--- src/rtl/pipeline_ctrl.sv ---
// pipeline_ctrl: DE decode, MW control register, flush/forwarding and interrupt entry for a 3-stage RV32I pipe.
// Define PIPE_FWD_EN for MW->DE forwarding; when it is undefined, RAW hazards stall for one cycle instead.
module pipeline_ctrl #(
    parameter int BUS_WIDTH = 32
) (
    input  logic                 clk,
    input  logic                 rst,
    input  logic [BUS_WIDTH-1:0] inst_de,
    input  logic [BUS_WIDTH-1:0] inst_mw,
    input  logic                 br_taken,
    input  logic                 irq,
    input  logic                 mie,
    output logic                 flush,
    output logic                 stall,
    output logic                 fwd_a,
    output logic                 fwd_b,
    output logic                 rf_wen_mw,
    output logic                 mem_rd_mw,
    output logic                 mem_wr_mw,
    output logic [1:0]           wb_sel_mw,
    output logic                 csr_wr_mw,
    output logic                 trap_req,
    output logic                 irq_ack
);
    localparam logic [6:0] OP_LUI    = 7'b0110111;
    localparam logic [6:0] OP_AUIPC  = 7'b0010111;
    localparam logic [6:0] OP_JAL    = 7'b1101111;
    localparam logic [6:0] OP_JALR   = 7'b1100111;
    localparam logic [6:0] OP_BRANCH = 7'b1100011;
    localparam logic [6:0] OP_LOAD   = 7'b0000011;
    localparam logic [6:0] OP_STORE  = 7'b0100011;
    localparam logic [6:0] OP_IMM    = 7'b0010011;
    localparam logic [6:0] OP_REG    = 7'b0110011;
    localparam logic [6:0] OP_SYSTEM = 7'b1110011;

    typedef enum logic [1:0] {IDLE, DRAIN, TRAP, TRAP_FLUSH} state_t;

    state_t      state_q, state_d;
    logic [5:0]  ctrl_q, ctrl_d;
    logic [6:0]  op_de, op_mw;
    logic [2:0]  f3_de;
    logic [4:0]  rd_de, rs1_de, rs2_de, rd_mw;
    logic        dec_rf, dec_mrd, dec_mwr, dec_csr, use_rs1, use_rs2;
    logic [1:0]  dec_wb;
    logic        mret_mw, mw_ctl, raw_a, raw_b;
    logic        unused_de;

    assign op_de     = inst_de[6:0];
    assign rd_de     = inst_de[11:7];
    assign f3_de     = inst_de[14:12];
    assign rs1_de    = inst_de[19:15];
    assign rs2_de    = inst_de[24:20];
    assign unused_de = ^inst_de[BUS_WIDTH-1:25];
    assign op_mw     = inst_mw[6:0];
    assign rd_mw     = inst_mw[11:7];
    assign mret_mw   = inst_mw == BUS_WIDTH'(32'h3020_0073);
    assign mw_ctl    = (op_mw == OP_BRANCH) | (op_mw == OP_JAL) | (op_mw == OP_JALR) | mret_mw;

    // CSR immediate forms carry a zimm in the rs1 field, so they read no register
    always_comb begin
        dec_rf  = 1'b0;
        dec_mrd = 1'b0;
        dec_mwr = 1'b0;
        dec_wb  = 2'd0;
        dec_csr = 1'b0;
        use_rs1 = 1'b0;
        use_rs2 = 1'b0;
        case (op_de)
            OP_LUI, OP_AUIPC: dec_rf = 1'b1;
            OP_JAL: begin
                dec_rf = 1'b1;
                dec_wb = 2'd2;
            end
            OP_JALR: begin
                dec_rf  = 1'b1;
                dec_wb  = 2'd2;
                use_rs1 = 1'b1;
            end
            OP_BRANCH: begin
                use_rs1 = 1'b1;
                use_rs2 = 1'b1;
            end
            OP_LOAD: begin
                dec_rf  = 1'b1;
                dec_mrd = 1'b1;
                dec_wb  = 2'd1;
                use_rs1 = 1'b1;
            end
            OP_STORE: begin
                dec_mwr = 1'b1;
                use_rs1 = 1'b1;
                use_rs2 = 1'b1;
            end
            OP_IMM: begin
                dec_rf  = 1'b1;
                use_rs1 = 1'b1;
            end
            OP_REG: begin
                dec_rf  = 1'b1;
                use_rs1 = 1'b1;
                use_rs2 = 1'b1;
            end
            OP_SYSTEM: begin
                dec_rf  = f3_de != 3'd0;
                dec_wb  = (f3_de != 3'd0) ? 2'd3 : 2'd0;
                dec_csr = f3_de != 3'd0;
                use_rs1 = (f3_de != 3'd0) & ~f3_de[2];
            end
            default: ;
        endcase
    end

    assign raw_a = rf_wen_mw & use_rs1 & (rs1_de != 5'd0) & (rs1_de == rd_mw);
    assign raw_b = rf_wen_mw & use_rs2 & (rs2_de != 5'd0) & (rs2_de == rd_mw);

    always_comb begin
        state_d  = state_q;
        trap_req = 1'b0;
        irq_ack  = 1'b0;
        case (state_q)
            IDLE:  if (irq && mie) state_d = (mw_ctl || br_taken) ? DRAIN : TRAP;
            DRAIN: state_d = irq ? TRAP : IDLE;
            TRAP: begin
                trap_req = 1'b1;
                state_d  = TRAP_FLUSH;
            end
            TRAP_FLUSH: begin
                irq_ack = 1'b1;
                state_d = IDLE;
            end
            default: state_d = IDLE;
        endcase
    end

    assign flush  = br_taken | mret_mw | trap_req | irq_ack;
    assign ctrl_d = (state_q == TRAP || stall) ? 6'd0
                  : {dec_rf & (rd_de != 5'd0), dec_mrd, dec_mwr, dec_wb, dec_csr};
    assign {rf_wen_mw, mem_rd_mw, mem_wr_mw, wb_sel_mw, csr_wr_mw} = ctrl_q;

    always_ff @(posedge clk or negedge rst) begin
        if (!rst) begin
            state_q <= IDLE;
            ctrl_q  <= 6'd0;
        end else begin
            state_q <= state_d;
            ctrl_q  <= ctrl_d;
        end
    end

`ifdef PIPE_FWD_EN
    assign fwd_a = raw_a;
    assign fwd_b = raw_b;
    assign stall = 1'b0;
`else
    logic stall_q;
    assign fwd_a = 1'b0;
    assign fwd_b = 1'b0;
    // The flag keeps a held DE instruction from stalling twice in a row
    assign stall = (raw_a | raw_b) & ~stall_q & ~flush;
    always_ff @(posedge clk or negedge rst) begin
        if (!rst) stall_q <= 1'b0;
        else      stall_q <= stall;
    end
`endif
endmodule

--- config.mk ---
export PLATFORM = sky130hd
export DESIGN_NAME = pipeline_ctrl
export DESIGN_NICKNAME = d
export VERILOG_FILES = /design/src/rtl/pipeline_ctrl.sv
export SDC_FILE = /design/constraint.sdc
export NUM_CORES = 1
export LEC_CHECK = 0
export CAP_MARGIN = 10
export CELL_PAD_IN_SITES_DETAIL_PLACEMENT = 1
export CELL_PAD_IN_SITES_GLOBAL_PLACEMENT = 1
export CORE_MARGIN = 3
export CORE_UTILIZATION = 16
export DETAILED_ROUTE_END_ITERATION = 10
export PLACE_DENSITY = 0.76
export SYNTH_ARGS = -nofsm -noshare
export SYNTH_HDL_FRONTEND = slang
export SYNTH_SLANG_ARGS = --single-unit
--- constraint.sdc ---
create_clock -name clk -period 1.85 [get_ports clk]
set_clock_uncertainty 0.2 [all_clocks]
set_input_delay 0.37 -clock clk [delete_from_list [all_inputs] [get_ports clk]]
set_output_delay 0.37 -clock clk [all_outputs]
set_load 0.05 [all_outputs]
# Word-level counts from Yosys, hierarchy flattened
# Cells that the tools add are included.
[classes]
eq_ne = 20
mux = 15
n_bitwise = 20
n_reduce_logical = 12
[op_table]
columns = ["cell", "n"]
rows = [
  ["$eq 7x7->1 const B", 7],
  ["$eq 32x30->1 const B", 1],
  ["$eq 7x6->1 const B", 3],
  ["$reduce_bool 5->1", 3],
  ["$eq 7x5->1 const B", 2],
  ["$and 1x1->1", 10],
  ["$eq 5x5->1", 2],
  ["$mux 2", 4],
  ["$pmux 2 s4", 1],
  ["$eq 7x2->1 const B", 1],
  ["$or 1x1->1", 7],
  ["$reduce_or 7->1", 1],
  ["$mux 1", 6],
  ["$mux 6", 1],
  ["$pmux 2 s3", 1],
  ["$reduce_or 6->1", 1],
  ["$eq 2x2->1 const B", 2],
  ["$pmux 1 s2", 2],
  ["$not 1->1", 3],
  ["$reduce_bool 3->1", 1],
  ["$reduce_or 3->1", 1],
  ["$eq 2x1->1 const B", 1],
  ["$logic_not 2->1", 1],
  ["$logic_or 1x1->1", 2],
  ["other kinds (3)", 3],
]
[totals]
reg_bits = 9
in_bits = 69
output_inout_bits = 12
word_cells = 70

# Depth between registers and ports, before layout
# Gate-level depths: netlist (run 1).
[logic_depth]
word_depth = 11
depth_mapped = 5
depth_no_buf = 5

# Worst setup path before layout (run 1)
# Ideal clock, no wire load.
[synth_timing]
path_type = "flip-flop to output port"
startpoint = "reg ctrl_q[5]"
endpoint = "out stall"
arrival_ns = 1.893
required_ns = 1.280
slack_ns = -0.613
path_stages_with_launch = 3
path_buffers = 0
cell_sequence = "dfrtp_1 > or3b_2 > a2111oi_4"
[synth_via]
elab_chain_len = 6
elab_cells_between_ends = 9
cone_classes = "9 x bitwise"
[synth_rtl]
columns = ["element", "line_no", "rtl"]
rows = [
  ["start, declared", "39", "logic [5:0] ctrl_q, ctrl_d;"],
  ["start signal, assigned", "146", "ctrl_q <= ctrl_d;"],
  ["$and 1x1->1, on equally long branches (3 in a row)", "113, 114", ""],
  ["$or 1x1->1 *", "159", "assign stall = (raw_a | raw_b) & ~stall_q & ~flush;"],
  ["$and 1x1->1 * (2 in a row)", "159", ""],
  ["end, declared", "14", "output logic stall,"],
]
# Every way passes the cells marked *; elsewhere a longest branch is shown, timed or not.

# Worst setup path after layout (run 1)
[layout_timing]
startpoint = "in inst_de[13]"
endpoint = "out stall"
[layout_via]
elab_chain_len = 9
[layout_rtl]
columns = ["element", "line_no", "rtl"]
rows = [
  ["start, declared", "8", "input logic [BUS_WIDTH-1:0] inst_de,"],
  ["$reduce_bool 3->1", "107", "use_rs1 = (f3_de != 3'd0) & ~f3_de[2];"],
  ["$and 1x1->1", "107", ""],
  ["$pmux 1 s2", "68", "case (op_de)"],
  ["$and 1x1->1 (3 in a row)", "113", "assign raw_a = rf_wen_mw & use_rs1 & (rs1_de != 5'd0) & (rs1_de == rd_mw);"],
  ["$or 1x1->1", "159", ""],
  ["$and 1x1->1 (2 in a row)", "159", ""],
]
# Every way passes these cells.

==> results by group, run 1 <==
Power
  – Pleak: 0.788 nW
  – Switch share: 0.382
  – Worst vdd ir: 0.000534 V
  – Comb pwr share: 0.578
  – Clk pwr share: 0.204
  – Sequential share of power: 0.219
  – Total power draw: 1.10 mW
  – Net Sw Power: 0.422 mW
  – Int Power: 0.682 mW
  – PwrDens: 606 mW/mm2

Worst setup path
  – Critical Path Start Type: primary input
  – Max FO, Critical Path: 2
  – CP max-delay cell: clkdlybuf4s50_1
  – CP endpoint kind: output pin
  – CP max stage delay: 500 ps
  – Req. time, crit path: 1280 ps
  – Critical Path, Cell by Cell: clkdlybuf4s50_1 -> nor2_1 -> o31ai_4 -> a21oi_2 -> a2111oi_4 -> buf_12
  – R2R cell count: 5
  – Critical path class: primary input to output pin
  – CP Data Arrival Time: 1700 ps

Layout
  – N_diodes: 0
  – Layout cell share with drive strength beyond 1: 0.550
  – # fillers: 499
  – Nets@finish: 250
  – Final instance count without filler cells: 230
  – Layout overhead on the synthesized area: 151%

STA
  – Endpoints failing setup: 9
  – Hold WS: 246 ps
  – Minimum clock period: 2270 ps
  – Final hold vios: 0
  – Final slew viol count: 0
  – Fin Setup TNS: -1430 ps
  – RSZ-0062 raised after global routing: true
  – Post-route clock period utilization: 1.23
  – Achievable Freq: 440 MHz
  – Worst Slack Setup Final: -424 ps

Drt
  – WL met1: 1.28 mm
  – Routed met2 length: 2.19 mm
  – Initial DRC count: 22
  – Final WL: 3.77 mm
  – DR WL/cell: 16.4 um
  – DR DRC count: 0
  – Routed Antenna Nets: 0
  – Drt first pass iters: 4
  – Routed vias/inst: 4.63
  – Top Layer Used: met4
  – Via count: 1,064
  – Met3 WL: 224 um

GRT
  – GRT Total Usage: 0.139
  – Vias in the first global route: 1,230
  – Grt total ovfl: 0
  – Global-route wire length before repair: 5.66 mm
  – Initial antenna violation count: 0
  – Largest net degree at the start of global routing: 10

Floorplanning
  – Die width: 73.3 um
  – I/O Pins: 81
  – CORE AREA: 0.00417 mm2
  – Starting Density: 0.174
  – Die Y: 73.3 um
  – FP Rows: 23
  – Die area: 0.00538 mm2

CTS
  – Num CTS Buffers: 3
  – H-Tree Depth: 1
  – Hold buffers post-CTS: 0
  – Clock tree buffer depth: 2
  – TritonCTS Sinks: 9
  – Worst skew pair latency: 230 ps
  – CTS clock-pin slew for the worst setup and hold paths: 50 ps
  – TritonCTS clock tree: built
  – Clk root buf: clkbuf_8

Flow run
  – Max-cap violations: 0

Synthesis
  – FFs w/ async S/R, synth: 1.00
  – Post-synth EDFFs: 0
  – Top_reg_cell synth: dfrtp_1
  – Yosys cell types: 35
  – Syn Area/Cell: 8.74 um2
  – Synth Register Bits: 9
  – Sequential fraction of the synthesis area: 0.310
  – Mapped Cells: 83
  – Yosys warns: 0
  – Mapped Area: 726 um2

Placed design
  – Port bufs: 71
  – Placed cells: 219
  – Dpl hpwl: 3.04 mm
  – Final Wtd Congestion: 0.791

Outcome
  – Failing checks: setup timing
  – Outcome: finished with violations

Worst hold path
  – Hold Path Class: primary input to asynchronous set/reset pin
[per-layer routing]
layer,global-route usage,vias to the layer above
li1,-,512
met1,0.136,517
met2,0.277,27
met3,0.0315,8
met4,0.0503,0
met5,0,-
[final cells by class]
class | count | area [um2] | share of cell area
inverter | 4 | 15.0 | 0.00824
tap | 50 | 62.6 | 0.0343
clock buffer | 4 | 45.0 | 0.0247
timing repair buffer | 95 | 798 | 0.438
multi-input combinational | 68 | 674 | 0.370
sequential | 9 | 226 | 0.124
[per-stage QoR]
stage,cell area [um2],worst slack [ps],util
final,1820,-424,0.437
after global routing,1820,-468,0.437
after CTS,1730,-417,0.414
after detailed placement,1650,-800,0.395
after global placement,1650,-772,0.395
after floorplan,741,-532,-
[power by group through the flow]
stage,clock network (mW),registers (mW),logic (mW)
after CTS,0.232,0.241,0.591
final,0.225,0.241,0.637
after global placement,0,0.240,0.588
after detailed placement,0,0.242,0.598
after global routing,0.247,0.246,0.676
after floorplan,0,0.254,0.229
[final timing paths]
kind                                        start                endpoint  slack, ps
setup / recovery                      inst_de[13]                   stall       -420
setup reg to reg              ctrl_q[5]$_DFF_PN0_     ctrl_q[3]$_DFF_PN0_         70
max in group asynchronous                     rst     ctrl_q[5]$_DFF_PN0_        880
hold / removal                                rst     ctrl_q[1]$_DFF_PN0_        250
min in group clk           state_q[0]$_DFFE_PN0P_  state_q[0]$_DFFE_PN0P_        280
hold reg to reg            state_q[0]$_DFFE_PN0P_  state_q[0]$_DFFE_PN0P_        280
[worst max-delay path: cells and delay by family]
| kind | cells | cell delay, ps |
|---|---|---|
| buf+inv | 2 | 690 |
| compound gates | 3 | 560 |
| simple gates | 1 | 80 |
[kinds of logic after synthesis]
family / count (synthesis) / synth area share
other: 1 / 0.00517
and+or+nand+nor: 42 / 0.348
AOI/OAI and AO/OA: 16 / 0.193
DFF: 9 / 0.310
buffers and inverters: 7 / 0.0465
xor gates and xnor gates: 8 / 0.0966
[cells in the mapped netlist, types with 2 or more instances]
| cell type | number | area, um2 |
|---|---|---|
| or4_1 | 2 | 15.0 |
| xor2_1 | 8 | 70.1 |
| inv_1 | 3 | 11.3 |
| a31oi_1 | 2 | 12.5 |
| nor4b_1 | 2 | 17.5 |
| nor4_1 | 10 | 62.6 |
| o21ai_0 | 2 | 10.0 |
| nand4_1 | 3 | 18.8 |
| and2_1 | 2 | 12.5 |
| nor2_1 | 9 | 33.8 |
| dfrtp_1 | 9 | 225 |
| buf_4 | 2 | 15.0 |
| nor3_1 | 6 | 30.0 |
| nor3b_1 | 2 | 15.0 |
[cells in the final DEF (no fill, tap or decap), types with 2 or more instances in the layout]
| cell | synthesis | routed |
|---|---|---|
| buf_4 | 2 | 27 |
| dlygate4sd2_1 | 0 | 16 |
| clkbuf_2 | 0 | 15 |
| clkdlybuf4s50_1 | 0 | 11 |
| buf_2 | 0 | 9 |
| nor2_1 | 9 | 8 |
| dfrtp_1 | 9 | 8 |
| nor4_2 | 0 | 7 |
| clkdlybuf4s15_1 | 0 | 7 |
| nor3_2 | 0 | 5 |
| xor2_1 | 8 | 5 |
| buf_6 | 0 | 4 |
| buf_12 | 0 | 4 |
| nand4_1 | 3 | 3 |
| xor2_2 | 0 | 3 |
| clkbuf_8 | 0 | 3 |
| nor4_1 | 10 | 2 |
| o21ai_2 | 1 | 2 |
| inv_2 | 1 | 2 |
| inv_1 | 3 | 2 |
| nor3b_2 | 0 | 2 |
| or4_1 | 2 | 2 |
| a31oi_1 | 2 | 2 |
| conb_1 | 1 | 2 |
| buf_8 | 0 | 2 |
[state kept, by name, summed over array words and instances, names as in the netlist]
name	count
ctrl_q	6
stall_q	1
state_q	2
[what timing repair did]
item | 4_1_cts | 5_1_grt
cloned | 0 | 0
pin swaps | 22 | 22
setup buffers | 4 | 4
gates resized for setup | 109 | 59
endpoints found under the setup margin | 11 | 11
Note: power is estimated with default switching activity, not from simulation.
==> inputs of run 2 (changes only) <==
- CELL_PAD_IN_SITES_DETAIL_PLACEMENT: 1 -> unset
- CELL_PAD_IN_SITES_GLOBAL_PLACEMENT: 1 -> unset
- CORE_UTILIZATION: 16 -> 25
==> run 2 against run 1 <==
Compared with the run above:
- the run still ends with setup timing left
- utilization is 23 points higher
- hold slack worse by 49 ps
- die area is 33% lower
- combinational power is 2% lower
- via count is 2.2% lower
==> results by group, run 2 (same netlist as run 1, synthesis figures left out) <==
Outcome
  – Outcome: finished with violations (unchanged)
  – Failing checks: setup timing (unchanged)

Drt
  – DR WL/cell: 15.1 um (was 16.4 um)
  – Routed vias/inst: 5.00 (was 4.63)
  – Final WL: 3.13 mm (was 3.77 mm)
  – Initial DRC count: 26 (was 22)
  – Routed Antenna Nets: 0 (unchanged)
  – Via count: 1,041 (was 1,064)
  – Drt first pass iters: 4 (unchanged)
  – DR DRC count: 0 (unchanged)

GRT
  – Initial antenna violation count: 0 (unchanged)
  – Grt total ovfl: 0 (unchanged)
  – Largest net degree at the start of global routing: 10 (unchanged)
  – GRT Total Usage: 0.166 (was 0.139)
  – Global-route wire length before repair: 4.58 mm (was 5.66 mm)
  – Vias in the first global route: 1,071 (was 1,230)

Layout
  – N_diodes: 0 (unchanged)
  – Finished Cell Area: 0.00175 mm2 (was 0.00182 mm2)
  – Largest register by flop count: ctrl_q (unchanged)
  – Final instance count without filler cells: 208 (was 230)
  – Layout cell share with drive strength beyond 1: 0.534 (was 0.550)
  – Most frequent cells in the layout: buf_4, clkbuf_2, clkdlybuf4s15_1 (was buf_4, dlygate4sd2_1, clkbuf_2)
  – Top Registers: ctrl_q (6), state_q (2), stall_q (1) (unchanged)
  – Commonest non-fill, non-tap cell in the layout: buf_4 (unchanged)
  – # fillers: 220 (was 499)
  – Max FFs per register: 6 (unchanged)
  – Final core occ: 0.671 (was 0.437)
  – Nets@finish: 248 (was 250)
  – Layout overhead on the synthesized area: 142% (was 151%)

STA
  – Fin Setup TNS: -1220 ps (was -1430 ps)
  – Endpoints failing setup: 8 (was 9)
  – Post-route clock period utilization: 1.26 (was 1.23)
  – Final slew viol count: 0 (unchanged)
  – Hold WS: 197 ps (was 246 ps)
  – Final hold vios: 0 (unchanged)
  – Worst Slack Setup Final: -478 ps (was -424 ps)
  – Achievable Freq: 430 MHz (was 440 MHz)
  – Minimum clock period: 2330 ps (was 2270 ps)
  – RSZ-0062 raised after global routing: true (unchanged)

CTS
  – Worst skew pair latency: 260 ps (was 230 ps)
  – Clock tree buffer depth: 2 (unchanged)
  – TritonCTS clock tree: built (unchanged)
  – TritonCTS Sinks: 9 (unchanged)
  – Num CTS Buffers: 3 (unchanged)
  – Clk root buf: clkbuf_4 (was clkbuf_8)
  – H-Tree Depth: 1 (unchanged)
  – CTS clock-pin slew for the worst setup and hold paths: 60 ps (was 50 ps)

Floorplanning
  – Die width: 59.9 um (was 73.3 um)
  – Starting Density: 0.278 (was 0.174)
  – CORE AREA: 0.00261 mm2 (was 0.00417 mm2)
  – FP Rows: 18 (was 23)
  – Die area: 0.00359 mm2 (was 0.00538 mm2)
  – I/O Pins: 81 (unchanged)
  – Die Y: 59.9 um (was 73.3 um)

Placed design
  – Placed Area: 0.00162 mm2 (was 0.00165 mm2)
  – Dpl hpwl: 2.42 mm (was 3.04 mm)
  – Final Wtd Congestion: 0.840 (was 0.791)
  – Port bufs: 71 (unchanged)
  – Pre-CTS WS: -823 ps (was -800 ps)
  – Placed cells: 199 (was 219)

Worst hold path
  – Hold Path Class: primary input to asynchronous set/reset pin (unchanged)

Worst setup path
  – Critical Path Start Type: primary input (unchanged)
  – Req. time, crit path: 1280 ps (about the same)
  – Max FO, Critical Path: 3 (was 2)
  – CP endpoint kind: output pin (unchanged)
  – Critical path class: primary input to output pin (unchanged)
  – CP Data Arrival Time: 1760 ps (was 1700 ps)

Flow run
  – Max-cap violations: 0 (unchanged)

Power
  – Pleak: 0.799 nW (was 0.788 nW)
  – Total power draw: 1.01 mW (was 1.10 mW)
  – Worst vdd ir: 0.000640 V (was 0.000534 V)
  – PwrDens: 575 mW/mm2 (was 606 mW/mm2)
## run 2: cell count changes in the layout (fill, tap and decap cells not counted), moves of 3 or more
cell             delta
clkbuf_8            -3
clkdlybuf4s15_1     +3
dlygate4sd2_1       -9
dlymetal6s2s_1      +3
clkbuf_4            +3
## run 2: path summary, 6_finish.rpt
check | to | depth (start not counted) | startpoint | slack (ps)
max reg2reg | ctrl_q[4]$_DFF_PN0_ | 5 | ctrl_q[5]$_DFF_PN0_ | 10
min | ctrl_q[0]$_DFF_PN0_ | 1 | rst | 200
min in group clk | state_q[0]$_DFFE_PN0P_ | 1 | state_q[0]$_DFFE_PN0P_ | 310
max in group asynchronous | ctrl_q[5]$_DFF_PN0_ | 1 | rst | 960
min reg2reg | state_q[0]$_DFFE_PN0P_ | 1 | state_q[0]$_DFFE_PN0P_ | 310
max | stall | 5 | inst_de[3] | -480
## run 2: repair_timing
item	CTS	global route
endpoints found under the hold margin	0	0
hold buffers	0	0
endpoints found under the setup margin	11	12
pin swaps	18	20
resized for setup	111	75
setup buffers	2	4
## run 2: report_power, final
part	internal (mW)	total (mW)	switching, mW
Combinational	0.307	0.622	0.315
Clock	0.0794	0.145	0.0656
Sequential	0.221	0.242	0.0209
## run 2: layout make-up
class	instances	area (um2)	share of cell area
repair buffers	93	816	0.465
flip-flops and latches	9	226	0.129
clock buffers	3	22.5	0.0128
clock inverters	1	5.00	0.00285
well taps	30	37.5	0.0214
multi-input cells	68	632	0.360
inverters	4	15.0	0.00856
## run 2: critical path, stage by stage
cell       delay (ps)
buf_2              90
nand3b_1          210
or3b_4            440
a2111oi_4         390
clkbuf_16         250
## run 2: metal layers
metal  track usage  wire [um]  vias to the layer above
li1              -          -                      509
met1         0.184       1070                      502
met2         0.327       1880                       28
met3        0.0194        155                        2
met4        0.0380         19                        0
met5             0          0                        -
==> inputs of run 3 (changes only) <==
- CELL_PAD_IN_SITES_DETAIL_PLACEMENT: unset -> 0
- CELL_PAD_IN_SITES_GLOBAL_PLACEMENT: unset -> 1
- CORE_UTILIZATION: 25 -> 16
==> run 3 against run 2 <==
Compared with the run above:
- the flow still finishes with violations (setup timing)
- flip-flop and latch count stayed put
- power is 7.5% higher
- register-to-register slack better by 20 ps
- sequential share of layout area is 0.47 points lower
- via count is 2.9% lower
- setup slack better by 83 ps
==> results by group, run 3 (same netlist as run 1, synthesis figures left out) <==
Outcome
  – Outcome: finished with violations (unchanged)
  – Failing checks: setup timing (unchanged)

Worst setup path
  – Critical path's top delay family: compound AO/OA/AOI/OAI gates (was simple AND/OR/NAND/NOR gates)
  – Req. time, crit path: 1280 ps (about the same)
  – Critical path class: primary input to output pin (unchanged)
  – Critical Path, Cell by Cell: buf_8 -> xor2_1 -> nor3_1 -> nand4_1 -> a2111oi_4 -> buf_12 (was buf_2 -> nand3b_1 -> or3b_4 -> a2111oi_4 -> clkbuf_16)
  – CP Data Arrival Time: 1670 ps (was 1760 ps)
  – CP max-delay cell: a2111oi_4 (was or3b_4)
  – Max FO, Critical Path: 3 (unchanged)
  – CP endpoint kind: output pin (unchanged)
  – CP bufs+invs: 2 (unchanged)
  – Critical Path Start Type: primary input (unchanged)
  – CP max stage delay: 480 ps (was 440 ps)

Layout
  – Commonest non-fill, non-tap cell in the layout: buf_4 (unchanged)
  – Nets@finish: 248 (unchanged)
  – Final instance count without filler cells: 228 (was 208)
  – N_diodes: 0 (unchanged)
  – Register area: 226 um2 (unchanged)
  – Layout cell share with drive strength beyond 1: 0.517 (was 0.534)
  – Largest register by flop count: ctrl_q (unchanged)
  – # fillers: 402 (was 220)
  – Max FFs per register: 6 (unchanged)
  – Final core occ: 0.436 (was 0.671)
  – Layout overhead on the synthesized area: 151% (was 142%)
  – Most frequent cells in the layout: buf_4, clkdlybuf4s15_1, dlygate4sd2_1, buf_2, clkdlybuf4s50_1 (was buf_4, clkbuf_2, clkdlybuf4s15_1)
  – Top Registers: ctrl_q (6), state_q (2), stall_q (1) (unchanged)
  – Area of the multi-input gates: 653 um2 (was 632 um2)

Power
  – Net Sw Power: 0.406 mW (was 0.402 mW)
  – PwrDens: 596 mW/mm2 (was 575 mW/mm2)
  – Sequential share of power: 0.221 (was 0.240)
  – Switch share: 0.374 (was 0.398)
  – Clk pwr share: 0.206 (was 0.144)
  – Worst vdd ir: 0.000460 V (was 0.000640 V)
  – Comb pwr share: 0.572 (was 0.616)
  – Int Power: 0.679 mW (was 0.608 mW)
  – Pleak: 0.789 nW (was 0.799 nW)

GRT
  – Initial antenna violation count: 0 (unchanged)
  – Largest net degree at the start of global routing: 10 (unchanged)
  – Grt total ovfl: 0 (unchanged)
  – Global-route wire length before repair: 5.22 mm (was 4.58 mm)
  – GRT Total Usage: 0.122 (was 0.166)
  – Vias in the first global route: 1,149 (was 1,071)

Floorplanning
  – I/O Pins: 81 (unchanged)
  – Die area: 0.00538 mm2 (was 0.00359 mm2)
  – Die Y: 73.3 um (was 59.9 um)
  – CORE AREA: 0.00417 mm2 (was 0.00261 mm2)
  – Starting Density: 0.174 (was 0.278)
  – Die width: 73.3 um (was 59.9 um)
  – FP Rows: 23 (was 18)

Drt
  – Routed Antenna Nets: 0 (unchanged)
  – Via count: 1,011 (was 1,041)
  – Initial DRC count: 22 (was 26)
  – Final WL: 3.29 mm (was 3.13 mm)
  – Routed vias/inst: 4.43 (was 5.00)
  – DR WL/cell: 14.4 um (was 15.1 um)
  – Drt first pass iters: 4 (unchanged)
  – DR DRC count: 0 (unchanged)

STA
  – Achievable Freq: 445 MHz (was 430 MHz)
  – Hold WS: 248 ps (was 197 ps)
  – Endpoints failing setup: 8 (unchanged)
  – Worst Slack Setup Final: -395 ps (was -478 ps)
  – Post-route clock period utilization: 1.21 (was 1.26)
  – Minimum clock period: 2240 ps (was 2330 ps)
  – Final hold vios: 0 (unchanged)
  – RSZ-0062 raised after global routing: true (unchanged)
  – Final slew viol count: 0 (unchanged)

CTS
  – Clk root buf: clkbuf_8 (was clkbuf_4)
  – TritonCTS clock tree: built (unchanged)
  – Hold buffers post-CTS: 0 (unchanged)
  – Worst skew pair latency: 230 ps (was 260 ps)
  – H-Tree Depth: 1 (unchanged)
  – Clock tree buffer depth: 2 (unchanged)
  – CTS clock-pin slew for the worst setup and hold paths: 50 ps (was 60 ps)
  – Num CTS Buffers: 3 (unchanged)
  – TritonCTS Sinks: 9 (unchanged)

Worst hold path
  – Hold Path Class: primary input to asynchronous set/reset pin (unchanged)

Placed design
  – Final Wtd Congestion: 0.791 (was 0.840)
  – Port bufs: 71 (unchanged)
  – Dpl hpwl: 2.63 mm (was 2.42 mm)
  – Placed cells: 219 (was 199)

Flow run
  – Max-cap violations: 0 (unchanged)
==> run 3: changes by cell type in the layout (fill, tap and decap cells not counted), sizes merged <==
cell           before  now
dlymetal6s2s        3    1
clkdlybuf4s15      11   14
clkbuf             20   12
clkinv              1    0
buf                46   50
dlygate4sd2         7   11
==> run 3: final cells by class <==
cell class                 count  share of cell area
clock buffer                   4              0.0247
multi-input combinational     68               0.359
sequential                     9               0.124
inverter                       4             0.00825
tap                           50              0.0344
timing repair buffer          93               0.449
==> run 3: path summary, 6_finish.rpt <==
check,start,end,slack (ps),cells past startpoint
worst max-delay path,inst_mw[8],stall,-390,6
worst min-delay path,rst,state_q[0]$_DFFE_PN0P_,250,1
worst max register to register,stall_q$_DFF_PN0_,ctrl_q[3]$_DFF_PN0_,30,5
worst min register to register,state_q[0]$_DFFE_PN0P_,state_q[0]$_DFFE_PN0P_,280,1
max in group asynchronous,rst,ctrl_q[5]$_DFF_PN0_,880,1
min in group clk,state_q[0]$_DFFE_PN0P_,state_q[0]$_DFFE_PN0P_,280,1
==> run 3: what timing repair did <==
| action | in CTS | in global routing |
|---|---|---|
| setup endpoints to repair | 11 | 10 |
| pin swaps | 28 | 19 |
| buffers inserted | 4 | 2 |
| gates resized for setup | 143 | 35 |
| gates cloned | 0 | 0 |
==> run 3: per-layer routing <==
layer	vias up	global-route usage	wire [um]
met3	2	0.0274	186
li1	509	-	-
met5	-	0	0
met1	477	0.129	1180
met2	23	0.246	1900
met4	0	0.0181	21
==> run 3: per-stage QoR <==
stage	power [mW]	area, um2	setup TNS (ps)	setup slack (ps)
6_report	1.08	1820	-1150	-395
5_1_grt	1.15	1820	-1620	-445
4_1_cts	1.09	1780	-995	-427
3_5_place_dp	0.834	1650	-6790	-819
3_3_place_gp	0.828	1650	-6430	-772
2_1_floorplan	0.482	741	-3430	-532
==> run 3: worst register-to-register path, delay by kind of cell, from the launching register on <==
kind	cells	cell delay, ps
simple gates	2	450
compound gates	1	390
flops	1	350
buf+inv	2	320
==> run 3: power by group through the flow <==
stage	Clock (mW)	Combinational, mW	Sequential (mW)
final	0.224	0.621	0.240
after global routing	0.248	0.660	0.242
after CTS	0.233	0.616	0.241
after detailed placement	0	0.593	0.240
after global placement	0	0.588	0.240
after floorplan	0	0.229	0.254
